===== src/rtl/pe_seq_pkg.sv =====
// Shared types and defaults for the PE array pass sequencer and the PE array it drives.
package pe_seq_pkg;

  localparam int unsigned DefDelayCycles = 10;
  localparam int unsigned DefRowBusWidth = 2;
  localparam int unsigned DefColBusWidth = 2;

  typedef enum logic [2:0] {
    StIdle,
    StFlush,
    StKey,
    StStream,
    StDrain,
    StDone,
    StAbort
  } seq_state_e;

  typedef struct packed {
    logic                      kl_type;
    logic [DefRowBusWidth-1:0] row;
    logic [DefColBusWidth-1:0] col;
  } kl_bus_t;

  function automatic int unsigned max_u(input int unsigned a, input int unsigned b);
    return (a > b) ? a : b;
  endfunction

endpackage


===== src/rtl/pe_seq_cnt.sv =====
// Loadable down-counter with zero flag; holds at zero instead of wrapping.
module pe_seq_cnt
  import pe_seq_pkg::*;
#(
  parameter int unsigned Width = 16
) (
  input  logic             clk,
  input  logic             rst_n,
  input  logic             load,
  input  logic [Width-1:0] load_val,
  input  logic             dec,
  output logic [Width-1:0] cnt,
  output logic             zero
);

  logic [Width-1:0] cnt_q, cnt_d;

  always_comb begin
    cnt_d = cnt_q;
    if (load) begin
      cnt_d = load_val;
    end else if (dec && (cnt_q != '0)) begin
      cnt_d = cnt_q - Width'(1);
    end
  end

  always_ff @(posedge clk or negedge rst_n) begin
    if (!rst_n) begin
      cnt_q <= '0;
    end else begin
      cnt_q <= cnt_d;
    end
  end

  assign cnt  = cnt_q;
  assign zero = (cnt_q == '0);

endmodule


===== src/rtl/pe_array_sequencer.sv =====
// Sequences one PE array pass: flush, key broadcast, operand stream, pipeline drain, done.
// Optional PE_SEQ_PERF_EN adds perf_stream_cnt, a saturating count of data_en cycles.
module pe_array_sequencer
  import pe_seq_pkg::*;
#(
  parameter int unsigned ROW_BUS_WIDTH = DefRowBusWidth,
  parameter int unsigned COL_BUS_WIDTH = DefColBusWidth,
  parameter int unsigned DELAY_CYCLES  = DefDelayCycles,
  parameter int unsigned LEN_WIDTH     = 16
) (
  input  logic                     clk,
  input  logic                     rst_n,
  input  logic                     cmd_valid,
  output logic                     cmd_ready,
  input  logic [ROW_BUS_WIDTH-1:0] cmd_row,
  input  logic [COL_BUS_WIDTH-1:0] cmd_col,
  input  logic [LEN_WIDTH-1:0]     cmd_len,
  input  logic                     abort,
  output logic                     pe_flush,
  output logic                     pe_rst,
  output logic                     kl_valid,
  output logic                     kl_type,
  output logic [ROW_BUS_WIDTH-1:0] kl_row,
  output logic [COL_BUS_WIDTH-1:0] kl_col,
  output logic                     data_en,
  output logic                     busy,
  output logic                     done,
  output logic                     aborted
`ifdef PE_SEQ_PERF_EN
  ,
  output logic [31:0]              perf_stream_cnt
`endif
);

  localparam int unsigned CntW = max_u(LEN_WIDTH, $clog2(DELAY_CYCLES + 1));

  seq_state_e state_q, state_d;
  logic [ROW_BUS_WIDTH-1:0] row_q, row_d;
  logic [COL_BUS_WIDTH-1:0] col_q, col_d;
  logic [LEN_WIDTH-1:0]     len_q, len_d;
  logic                     rst_hold_q;

  logic            capture;
  logic            cnt_load;
  logic            cnt_dec;
  logic [CntW-1:0] cnt_val;
  logic [CntW-1:0] cnt_unused;
  logic            cnt_zero;
  logic            abortable;

  pe_seq_cnt #(
    .Width (CntW)
  ) u_cnt (
    .clk      (clk),
    .rst_n    (rst_n),
    .load     (cnt_load),
    .load_val (cnt_val),
    .dec      (cnt_dec),
    .cnt      (cnt_unused),
    .zero     (cnt_zero)
  );

  always_comb begin
    state_d  = state_q;
    capture  = 1'b0;
    cnt_load = 1'b0;
    cnt_dec  = 1'b0;
    cnt_val  = '0;
    unique case (state_q)
      StIdle: begin
        if (cmd_valid) begin
          capture = 1'b1;
          state_d = StFlush;
        end
      end
      StFlush: state_d = StKey;
      StKey: begin
        cnt_load = 1'b1;
        if (len_q != '0) begin
          cnt_val = CntW'(len_q) - CntW'(1);
          state_d = StStream;
        end else begin
          cnt_val = CntW'(DELAY_CYCLES);
          state_d = StDrain;
        end
      end
      StStream: begin
        if (cnt_zero) begin
          cnt_load = 1'b1;
          cnt_val  = CntW'(DELAY_CYCLES);
          state_d  = StDrain;
        end else begin
          cnt_dec = 1'b1;
        end
      end
      StDrain: begin
        if (cnt_zero) begin
          state_d = StDone;
        end else begin
          cnt_dec = 1'b1;
        end
      end
      StDone:  state_d = StIdle;
      StAbort: state_d = StIdle;
      default: state_d = StIdle;
    endcase
    // Abort overrides whatever the active phase would have done next.
    if (abortable && abort) begin
      state_d = StAbort;
    end
  end

  always_comb begin
    row_d = row_q;
    col_d = col_q;
    len_d = len_q;
    if (capture) begin
      row_d = cmd_row;
      col_d = cmd_col;
      len_d = cmd_len;
    end
  end

  always_ff @(posedge clk or negedge rst_n) begin
    if (!rst_n) begin
      state_q    <= StIdle;
      row_q      <= '0;
      col_q      <= '0;
      len_q      <= '0;
      rst_hold_q <= 1'b1;
    end else begin
      state_q    <= state_d;
      row_q      <= row_d;
      col_q      <= col_d;
      len_q      <= len_d;
      rst_hold_q <= 1'b0;
    end
  end

  always_comb begin
    abortable = (state_q == StFlush) || (state_q == StKey) ||
                (state_q == StStream) || (state_q == StDrain);
    cmd_ready = (state_q == StIdle);
    busy      = (state_q != StIdle);
    pe_flush  = (state_q == StFlush) || (state_q == StAbort);
    // PE reset stays asserted until the first clock edge after rst_n releases.
    pe_rst    = rst_hold_q || pe_flush;
    kl_valid  = (state_q == StKey);
    kl_type   = (state_q == StKey);
    kl_row    = row_q;
    kl_col    = col_q;
    data_en   = (state_q == StStream);
    done      = (state_q == StDone);
    aborted   = (state_q == StAbort);
  end

`ifdef PE_SEQ_PERF_EN
  logic [31:0] perf_q, perf_d;

  always_comb begin
    perf_d = perf_q;
    if (data_en && (perf_q != 32'hFFFF_FFFF)) begin
      perf_d = perf_q + 32'd1;
    end
  end

  always_ff @(posedge clk or negedge rst_n) begin
    if (!rst_n) begin
      perf_q <= '0;
    end else begin
      perf_q <= perf_d;
    end
  end

  assign perf_stream_cnt = perf_q;
`else
  // No performance counter in this build.
`endif

endmodule


===== config.mk =====
export PLATFORM = sky130hd
export DESIGN_NAME = pe_array_sequencer
export DESIGN_NICKNAME = d
export VERILOG_FILES = /design/src/rtl/pe_seq_pkg.sv /design/src/rtl/pe_seq_cnt.sv /design/src/rtl/pe_array_sequencer.sv
export SDC_FILE = /design/constraint.sdc
export NUM_CORES = 1
export LEC_CHECK = 0
export BUFFER_PORTS_ARGS = -buffer_cell sky130_fd_sc_hd__buf_2
export CAP_MARGIN = 20
export CORE_MARGIN = 2
export CORE_UTILIZATION = 45
export DETAILED_ROUTE_END_ITERATION = 12
export PLACE_DENSITY = 0.66
export SLEW_MARGIN = 20
export SYNTH_ARGS = -nofsm -noshare
export SYNTH_HDL_FRONTEND = slang
export SYNTH_SLANG_ARGS = --single-unit

===== constraint.sdc =====
create_clock -name clk -period 2.7 [get_ports clk]
set_input_delay 0.27 -clock clk [delete_from_list [all_inputs] [get_ports clk]]
set_output_delay 0.27 -clock clk [all_outputs]
set_load 0.02 [all_outputs]

==> impl_metrics.csv, run 1 <==
group,metric,value,unit
status,status,"complete, no violations",
logic_synthesis,synth_area_leaders,"dfrtp_1 40%, mux2_2 8.3%, nor2_1 4.0%",
logic_synthesis,synthCells,253,
logic_synthesis,async_flop_share,100,%
global_route,grt_pass1_vias,1878,
routing,met3WireLength,308,um
die,start_util,47.0,%
routing,via_per_inst,5.63,
clock_network,cts_setup_buffers,0,
die,ios,37,
critical_path,reg2reg_depth,9,
placement,dp_hpwl,3.82,mm
timing,worst_slew_pin_slew,0.897,ns
placement,port_buffers,36,
critical_path,crit_path_max_fanout,7,
clock_network,cts_max_path_buffers,2,
timing,finalHoldViolations,0,
logic_synthesis,netlist_area,2430,um^2
logic_synthesis,yosysMostFrequentCell,"dfrtp_1",
critical_path,worstReg2RegStart,"u_cnt.cnt[0]",
global_route,grt_pass1_wl,9.05,mm
placement,dp_slack,0.518,ns
routing,wl,5.25,mm
routing,vias,2025,
routing,post_drt_wl_per_cell,14.6,um
die,design.core.area,5170,um^2
finish,area_growth,13.3,%
clock_network,htree_levels,2,
critical_path,worstPathArrival,2.46,ns
timing,finalSetupViolCount,0,
clock_network,cts_resized,0,
critical_path,cp-startpoint,"u_cnt.cnt[0]",
critical_path,critPathRequiredTime,2.93,ns
placement,place_congestion,0.807,
critical_path,r2r_setup_slack,0.47,ns
logic_synthesis,netlist-cell-type-count,58,
clock_network,cts_sinks,40,
clock_network,cts_hold_buf,0,
timing,finalWorstSetupSlack,0.470,ns
routing,drt_iter0_drc,172,
timing,rsz0062_at_grt,"no",
pwr,vdd_drop_max,0.000547,V
routing,detail-route-antenna-nets,0,
logic_synthesis,synth_edf_count,0,
routing,drc,0,
finish,final_nets,317,
timing,max_slew_margin,40.2,%
clock_network,clock_latency,0.29,ns
logic_synthesis,synth.top_cell.area_share,40.2,%
critical_path,crit_type,"reg -> reg",
die,dieArea,6000,um^2
finish,layout-drive-gt1-share,29.3,%
logic_synthesis,synth_warnings,0,
clock_network,numCtsBuffers,5,
routing,routed.top_layer,"met4",
timing,fmax,448,MHz
global_route,grt_start_max_net_pins,41,
finish,layout.cells.non_filler,360,
global_route,grt_overflow,0,
pwr,power.leakage,1.18,nW
critical_path,cp-start-kind,"register",
clock_network,cts_tree,"done",
timing,holdWs,0.107,ns
logic_synthesis,synth.largest_area_cell,"dfrtp_1",
logic_synthesis,synth_commonest_cells,"39 x dfrtp_1, 26 x nor2_1, 20 x nand2_1, 18 x mux2_2, 17 x a21oi_1",
clock_network,cts_root_buf,"clkbuf_8",
logic_synthesis,synth_nets,280,
timing,tns,0,ns
logic_synthesis,synth_area_per_cell,9.60,um^2
flow_run,maxCapViolCount,0,
routing,met1Wirelength,2.52,mm
die,die_width,77.5,um
timing,fin_crit,2.23,ns
logic_synthesis,ys_seq_elements,40,
min_path,hp-class,"in -> async",
die,row_count,26,
critical_path,end_kind,"register",
routing,routed-wl-met2,2.40,mm
logic_synthesis,ys.flop_type,"dfrtp_1",
timing,layout_worst_path_cycle_share,82.6,%
timing,skew,0.00527,ns
global_route,grt_antenna_before_repair,0,
global_route,grtUsageTotal,18.8,%
placement,dp_cells,353,
timing,slew_violations,0,
clock_network,clk_pin_slew,0.08,ns
routing,dr.pass1.iters,4,
logic_synthesis,seq_area_frac_synth,41.3,%
finish,antenna_cells,0,
pwr,powerDensity,1230,nW/um^2
pwr,power.total,3.40,mW
die,die_y,77.5,um
metrics by stage:
stage	util (%)	area (um^2)
after floorplan	-	2430
after global placement	51.4	2660
after detailed placement	51.4	2660
after CTS	53.2	2750
after global routing	53.2	2750
final	53.2	2750
routing by layer:
metal | vias up | GRT usage (%)
met5 | - | 0
met4 | 0 | 4.82
met3 | 4 | 4.77
met2 | 64 | 29.7
met1 | 969 | 25.8
li1 | 988 | -
path summary, 6_finish.rpt:
| path | endpoint |
|---|---|
| max | u_cnt.cnt[7] |
| max in group asynchronous | u_cnt.cnt[10] |
| min reg2reg | kl_row[0] |
| min in group clk | len_q[1] |
| max reg2reg | u_cnt.cnt[7] |
| min | len_q[3] |
power breakdown:
| group | internal [mW] | total [mW] | switching [mW] |
|---|---|---|---|
| Combinational | 0.760 | 1.70 | 0.939 |
| Clock | 0.228 | 0.430 | 0.202 |
| Sequential | 0.881 | 1.27 | 0.386 |
| Total | 1.87 | 3.40 | 1.53 |
critical path, cell delays in order, from the launching register on:
cell     delay (ns)
dfrtp_1        0.42
inv_1          0.11
ha_1           0.15
nor4b_1        0.29
and4_1         0.39
nor2_1         0.15
buf_4          0.20
a31o_1         0.20
o22ai_1        0.13
o21a_1         0.14
layout make-up:
type / count / area (um^2)
Inverter: 7 / 26.3
Sequential cell: 40 / 1000
Multi-Input combinational cell: 194 / 1320
Tap cell: 70 / 87.6
Fill cell: 469 / 2420
Clock buffer: 7 / 96.3
Timing Repair Buffer: 42 / 225
cells in the final DEF, fill, tap and decap left out, types with 2 or more instances in the layout:
master	instances
dfrtp_1	39
buf_2	36
nor2_1	26
nand2_1	20
mux2_2	18
a21oi_1	17
nor3_1	14
o21ai_0	9
xor2_1	8
inv_1	7
clkbuf_8	7
nand3_1	6
buf_4	6
xnor2_1	5
o22ai_1	5
o21a_1	5
a31oi_1	4
nand2b_1	3
or3_1	3
nand3b_1	3
ha_1	3
and2_1	2
a21o_1	2
nor3_2	2
nor4_4	2
nor4_2	2
a22oi_1	2
nor2b_1	2
a31o_2	2
a31o_1	2
a311o_1	2
nor4_1	2
cells by family after synthesis:
logic type	count (synthesis)	share of synthesized area, %
simple gates	100	23.4
compound gates	59	16.0
flops	40	41.3
buf+inv	19	4.59
mux	18	8.35
xor+xnor	13	4.69
fa+ha+maj	3	1.55
other cells	1	0.154
sequential cells by signal (all words and copies together) (netlist names):
signal / count
len_q: 16
u_cnt.cnt: 16
kl_row: 2
rst_hold_q: 1
kl_col: 2
state_q: 3
Power figures use the tool's default switching activity.
==> run 2, diff against run 1 <==
--- a/config.mk
+++ b/config.mk
@@ -5,12 +5,13 @@
 export SDC_FILE = /design/constraint.sdc
 export NUM_CORES = 1
 export LEC_CHECK = 0
+export ABC_AREA = 1
 export BUFFER_PORTS_ARGS = -buffer_cell sky130_fd_sc_hd__buf_2
 export CAP_MARGIN = 20
 export CORE_MARGIN = 2
 export CORE_UTILIZATION = 45
 export DETAILED_ROUTE_END_ITERATION = 12
-export PLACE_DENSITY = 0.66
+export PLACE_DENSITY = 0.68
 export SLEW_MARGIN = 20
 export SYNTH_ARGS = -nofsm -noshare
 export SYNTH_HDL_FRONTEND = slang
==> constraint.sdc (replaced) <==
create_clock -name clk -period 1.9 [get_ports clk]
set_input_delay 0.19 -clock clk [delete_from_list [all_inputs] [get_ports clk]]
set_output_delay 0.19 -clock clk [all_outputs]
set_load 0.02 [all_outputs]
==> impl_metrics.csv, run 2 <==
group,metric,value,unit
global_route,grt_antenna_before_repair,0,
timing,fin_crit,1.79,ns
die,start_util,47.3,%
timing,rsz0062_at_grt,"no",
timing,fmax,558,MHz
routing,post_drt_wl_per_cell,11.9,um
die,dieArea,6490,um^2
min_path,hp-class,"in -> reg",
timing,finalHoldViolations,0,
placement,dp_hpwl,4.54,mm
routing,via_per_inst,4.85,
logic_synthesis,synth.largest_area_cell,"dfrtp_1",
logic_synthesis,seq_area_frac_synth,38.0,%
logic_synthesis,synth_edf_count,0,
finish,final_cell_mix,"139 x nand2_1, 63 x nor2_1, 39 x dfrtp_1",
routing,vias,2408,
die,design.core.area,5570,um^2
global_route,grt_pass1_wl,10.3,mm
logic_synthesis,synth_nets,409,
placement,port_buffers,36,
finish,final_core_util,54.1,%
routing,drc,0,
logic_synthesis,synth_area_leaders,"dfrtp_1 37%, nand2_1 20%, nor2_1 9.0%",
clock_network,clock_latency,0.30,ns
critical_path,cp-start-kind,"register",
timing,slew_violations,0,
logic_synthesis,async_flop_share,100,%
global_route,grtUsageTotal,20.3,%
timing,skew,0.00759,ns
routing,wl,5.89,mm
global_route,grt_start_max_net_pins,41,
timing,tns,0,ns
logic_synthesis,yosysMostFrequentCell,"nand2_1",
timing,finalSetupViolCount,0,
pwr,vdd_drop_max,0.000736,V
critical_path,end_kind,"primary output",
die,die_width,80.6,um
clock_network,numCtsBuffers,5,
global_route,grt_pass1_vias,2297,
critical_path,critPathRequiredTime,1.71,ns
pwr,powerDensity,1720,nW/um^2
clock_network,cts_tree,"done",
status,status,"complete, no violations",
finish,final_nets,451,
logic_synthesis,netlist-cell-type-count,30,
clock_network,cts_max_path_buffers,2,
timing,layout_worst_path_cycle_share,94.3,%
logic_synthesis,ys_seq_elements,40,
logic_synthesis,synth_warnings,0,
logic_synthesis,synth_commonest_cells,"139 x nand2_1, 63 x nor2_1, 39 x dfrtp_1, 32 x inv_1, 25 x nand3_1",
routing,detail-route-antenna-nets,0,
critical_path,crit_type,"reg -> out",
finish,final_common_cell,"nand2_1",
finish,layout-drive-gt1-share,18.6,%
die,ios,37,
pwr,power.leakage,1.64,nW
routing,drt_iter0_drc,147,
logic_synthesis,synth_area_per_cell,6.90,um^2
die,die_y,80.6,um
flow_run,maxCapViolCount,0,
clock_network,cts_root_buf,"clkbuf_8",
logic_synthesis,netlist_area,2640,um^2
finish,nFillCells,571,
clock_network,htree_levels,2,
finish,area_growth,14.4,%
placement,place_congestion,0.878,
routing,dr.pass1.iters,5,
logic_synthesis,synthCells,382,
clock_network,cts_sinks,40,
clock_network,clk_pin_slew,0.08,ns
critical_path,crit_path_max_fanout,5,
logic_synthesis,ys.flop_type,"dfrtp_1",
global_route,grt_overflow,0,
die,row_count,27,
critical_path,worstPathArrival,1.60,ns
logic_synthesis,synth.top_cell.area_share,37.0,%
finish,antenna_cells,0,
==> run 2: changes by cell type after synthesis, sizes merged, moves of 6 or more <==
cell / delta
inv: +32
nor2: +41
o22ai: -6
mux2: -10
nand3: +22
nand2: +124
nor4: -6
nor3: -15
==> run 2: timing repair <==
| item | in CTS | in global routing |
|---|---|---|
| endpoints found under the setup margin | 0 | 7 |
| setup buffers | 0 | 1 |
| hold buffers | 1 | 0 |
| endpoints found under the hold margin | 39 | 0 |
| resized for setup | 0 | 1 |
==> run 2: report_power, final <==
group	switching, mW	total, mW	leakage, nW	internal, mW
sequential	0.394	1.66	0.470	1.26
combinational	1.81	2.83	1.11	1.02
clock	0.316	0.706	0.0552	0.390
==> run 2: logic make-up (layout without fill, tap and decap cells) <==
family,count (synthesis),in the layout,synth area share [%]
compound gates,22,22,4.46
other cells,1,1,0.142
flops,40,40,38.0
mux,8,8,3.42
xor+xnor,12,12,3.98
simple gates,250,250,40.7
buf+inv,46,89,7.87
fa+ha+maj,3,3,1.42
==> run 2: metal layers <==
| layer | GRT usage [%] | up-vias | wire length, um |
|---|---|---|---|
| li1 | - | 1264 | - |
| met3 | 3.48 | 7 | 293 |
| met1 | 28.4 | 1080 | 2840 |
| met5 | 0 | - | 0 |
| met2 | 32.8 | 57 | 2700 |
| met4 | 4.75 | 0 | 56 |
==> run 2: critical path: stages, from the launching register on <==
cell     delay (ns)
dfrtp_1        0.41
inv_1          0.18
nor2_1         0.06
nand2_1        0.07
o21ai_0        0.13
or2_2          0.29
buf_2          0.16
==> run 2: through the flow <==
stage,power [mW],setup WS [ns],cell area [um^2],std cells,hold slack (ns)
2_1_floorplan,3.84,0.285,2640,382,-0.106
5_1_grt,5.71,0.00841,3020,497,0.109
6_report,5.19,0.108,3020,497,0.119
3_5_place_dp,4.49,0.173,2890,487,0.181
3_3_place_gp,4.43,0.207,2890,487,0.184
4_1_cts,5.21,0.0976,3010,496,0.110
==> run 2: path summary, 6_finish.rpt <==
check	slack [ns]	start	end	cells past startpoint
setup reg to reg	0.25	u_cnt.cnt[0]	u_cnt.cnt[6]	10
hold reg to reg	0.51	u_cnt.cnt[1]	u_cnt.cnt[1]	2
max in group asynchronous	1.25	rst_n	rst_hold_q	3
min in group asynchronous	0.39	rst_n	u_cnt.cnt[5]	3
hold / removal	0.12	cmd_len[6]	len_q[6]	2
setup / recovery	0.11	state_q[0]	pe_rst	6
==> run 2: layout make-up <==
class / count / area [um^2] / area share (%)
multi-input cells: 296 / 1430 / 47.4
flip-flops and latches: 40 / 1000 / 33.2
repair buffers: 42 / 240 / 7.96
inverters: 39 / 146 / 4.85
well taps: 72 / 90.1 / 2.99
clock buffers: 6 / 72.6 / 2.41
clock inverters: 2 / 35.0 / 1.16
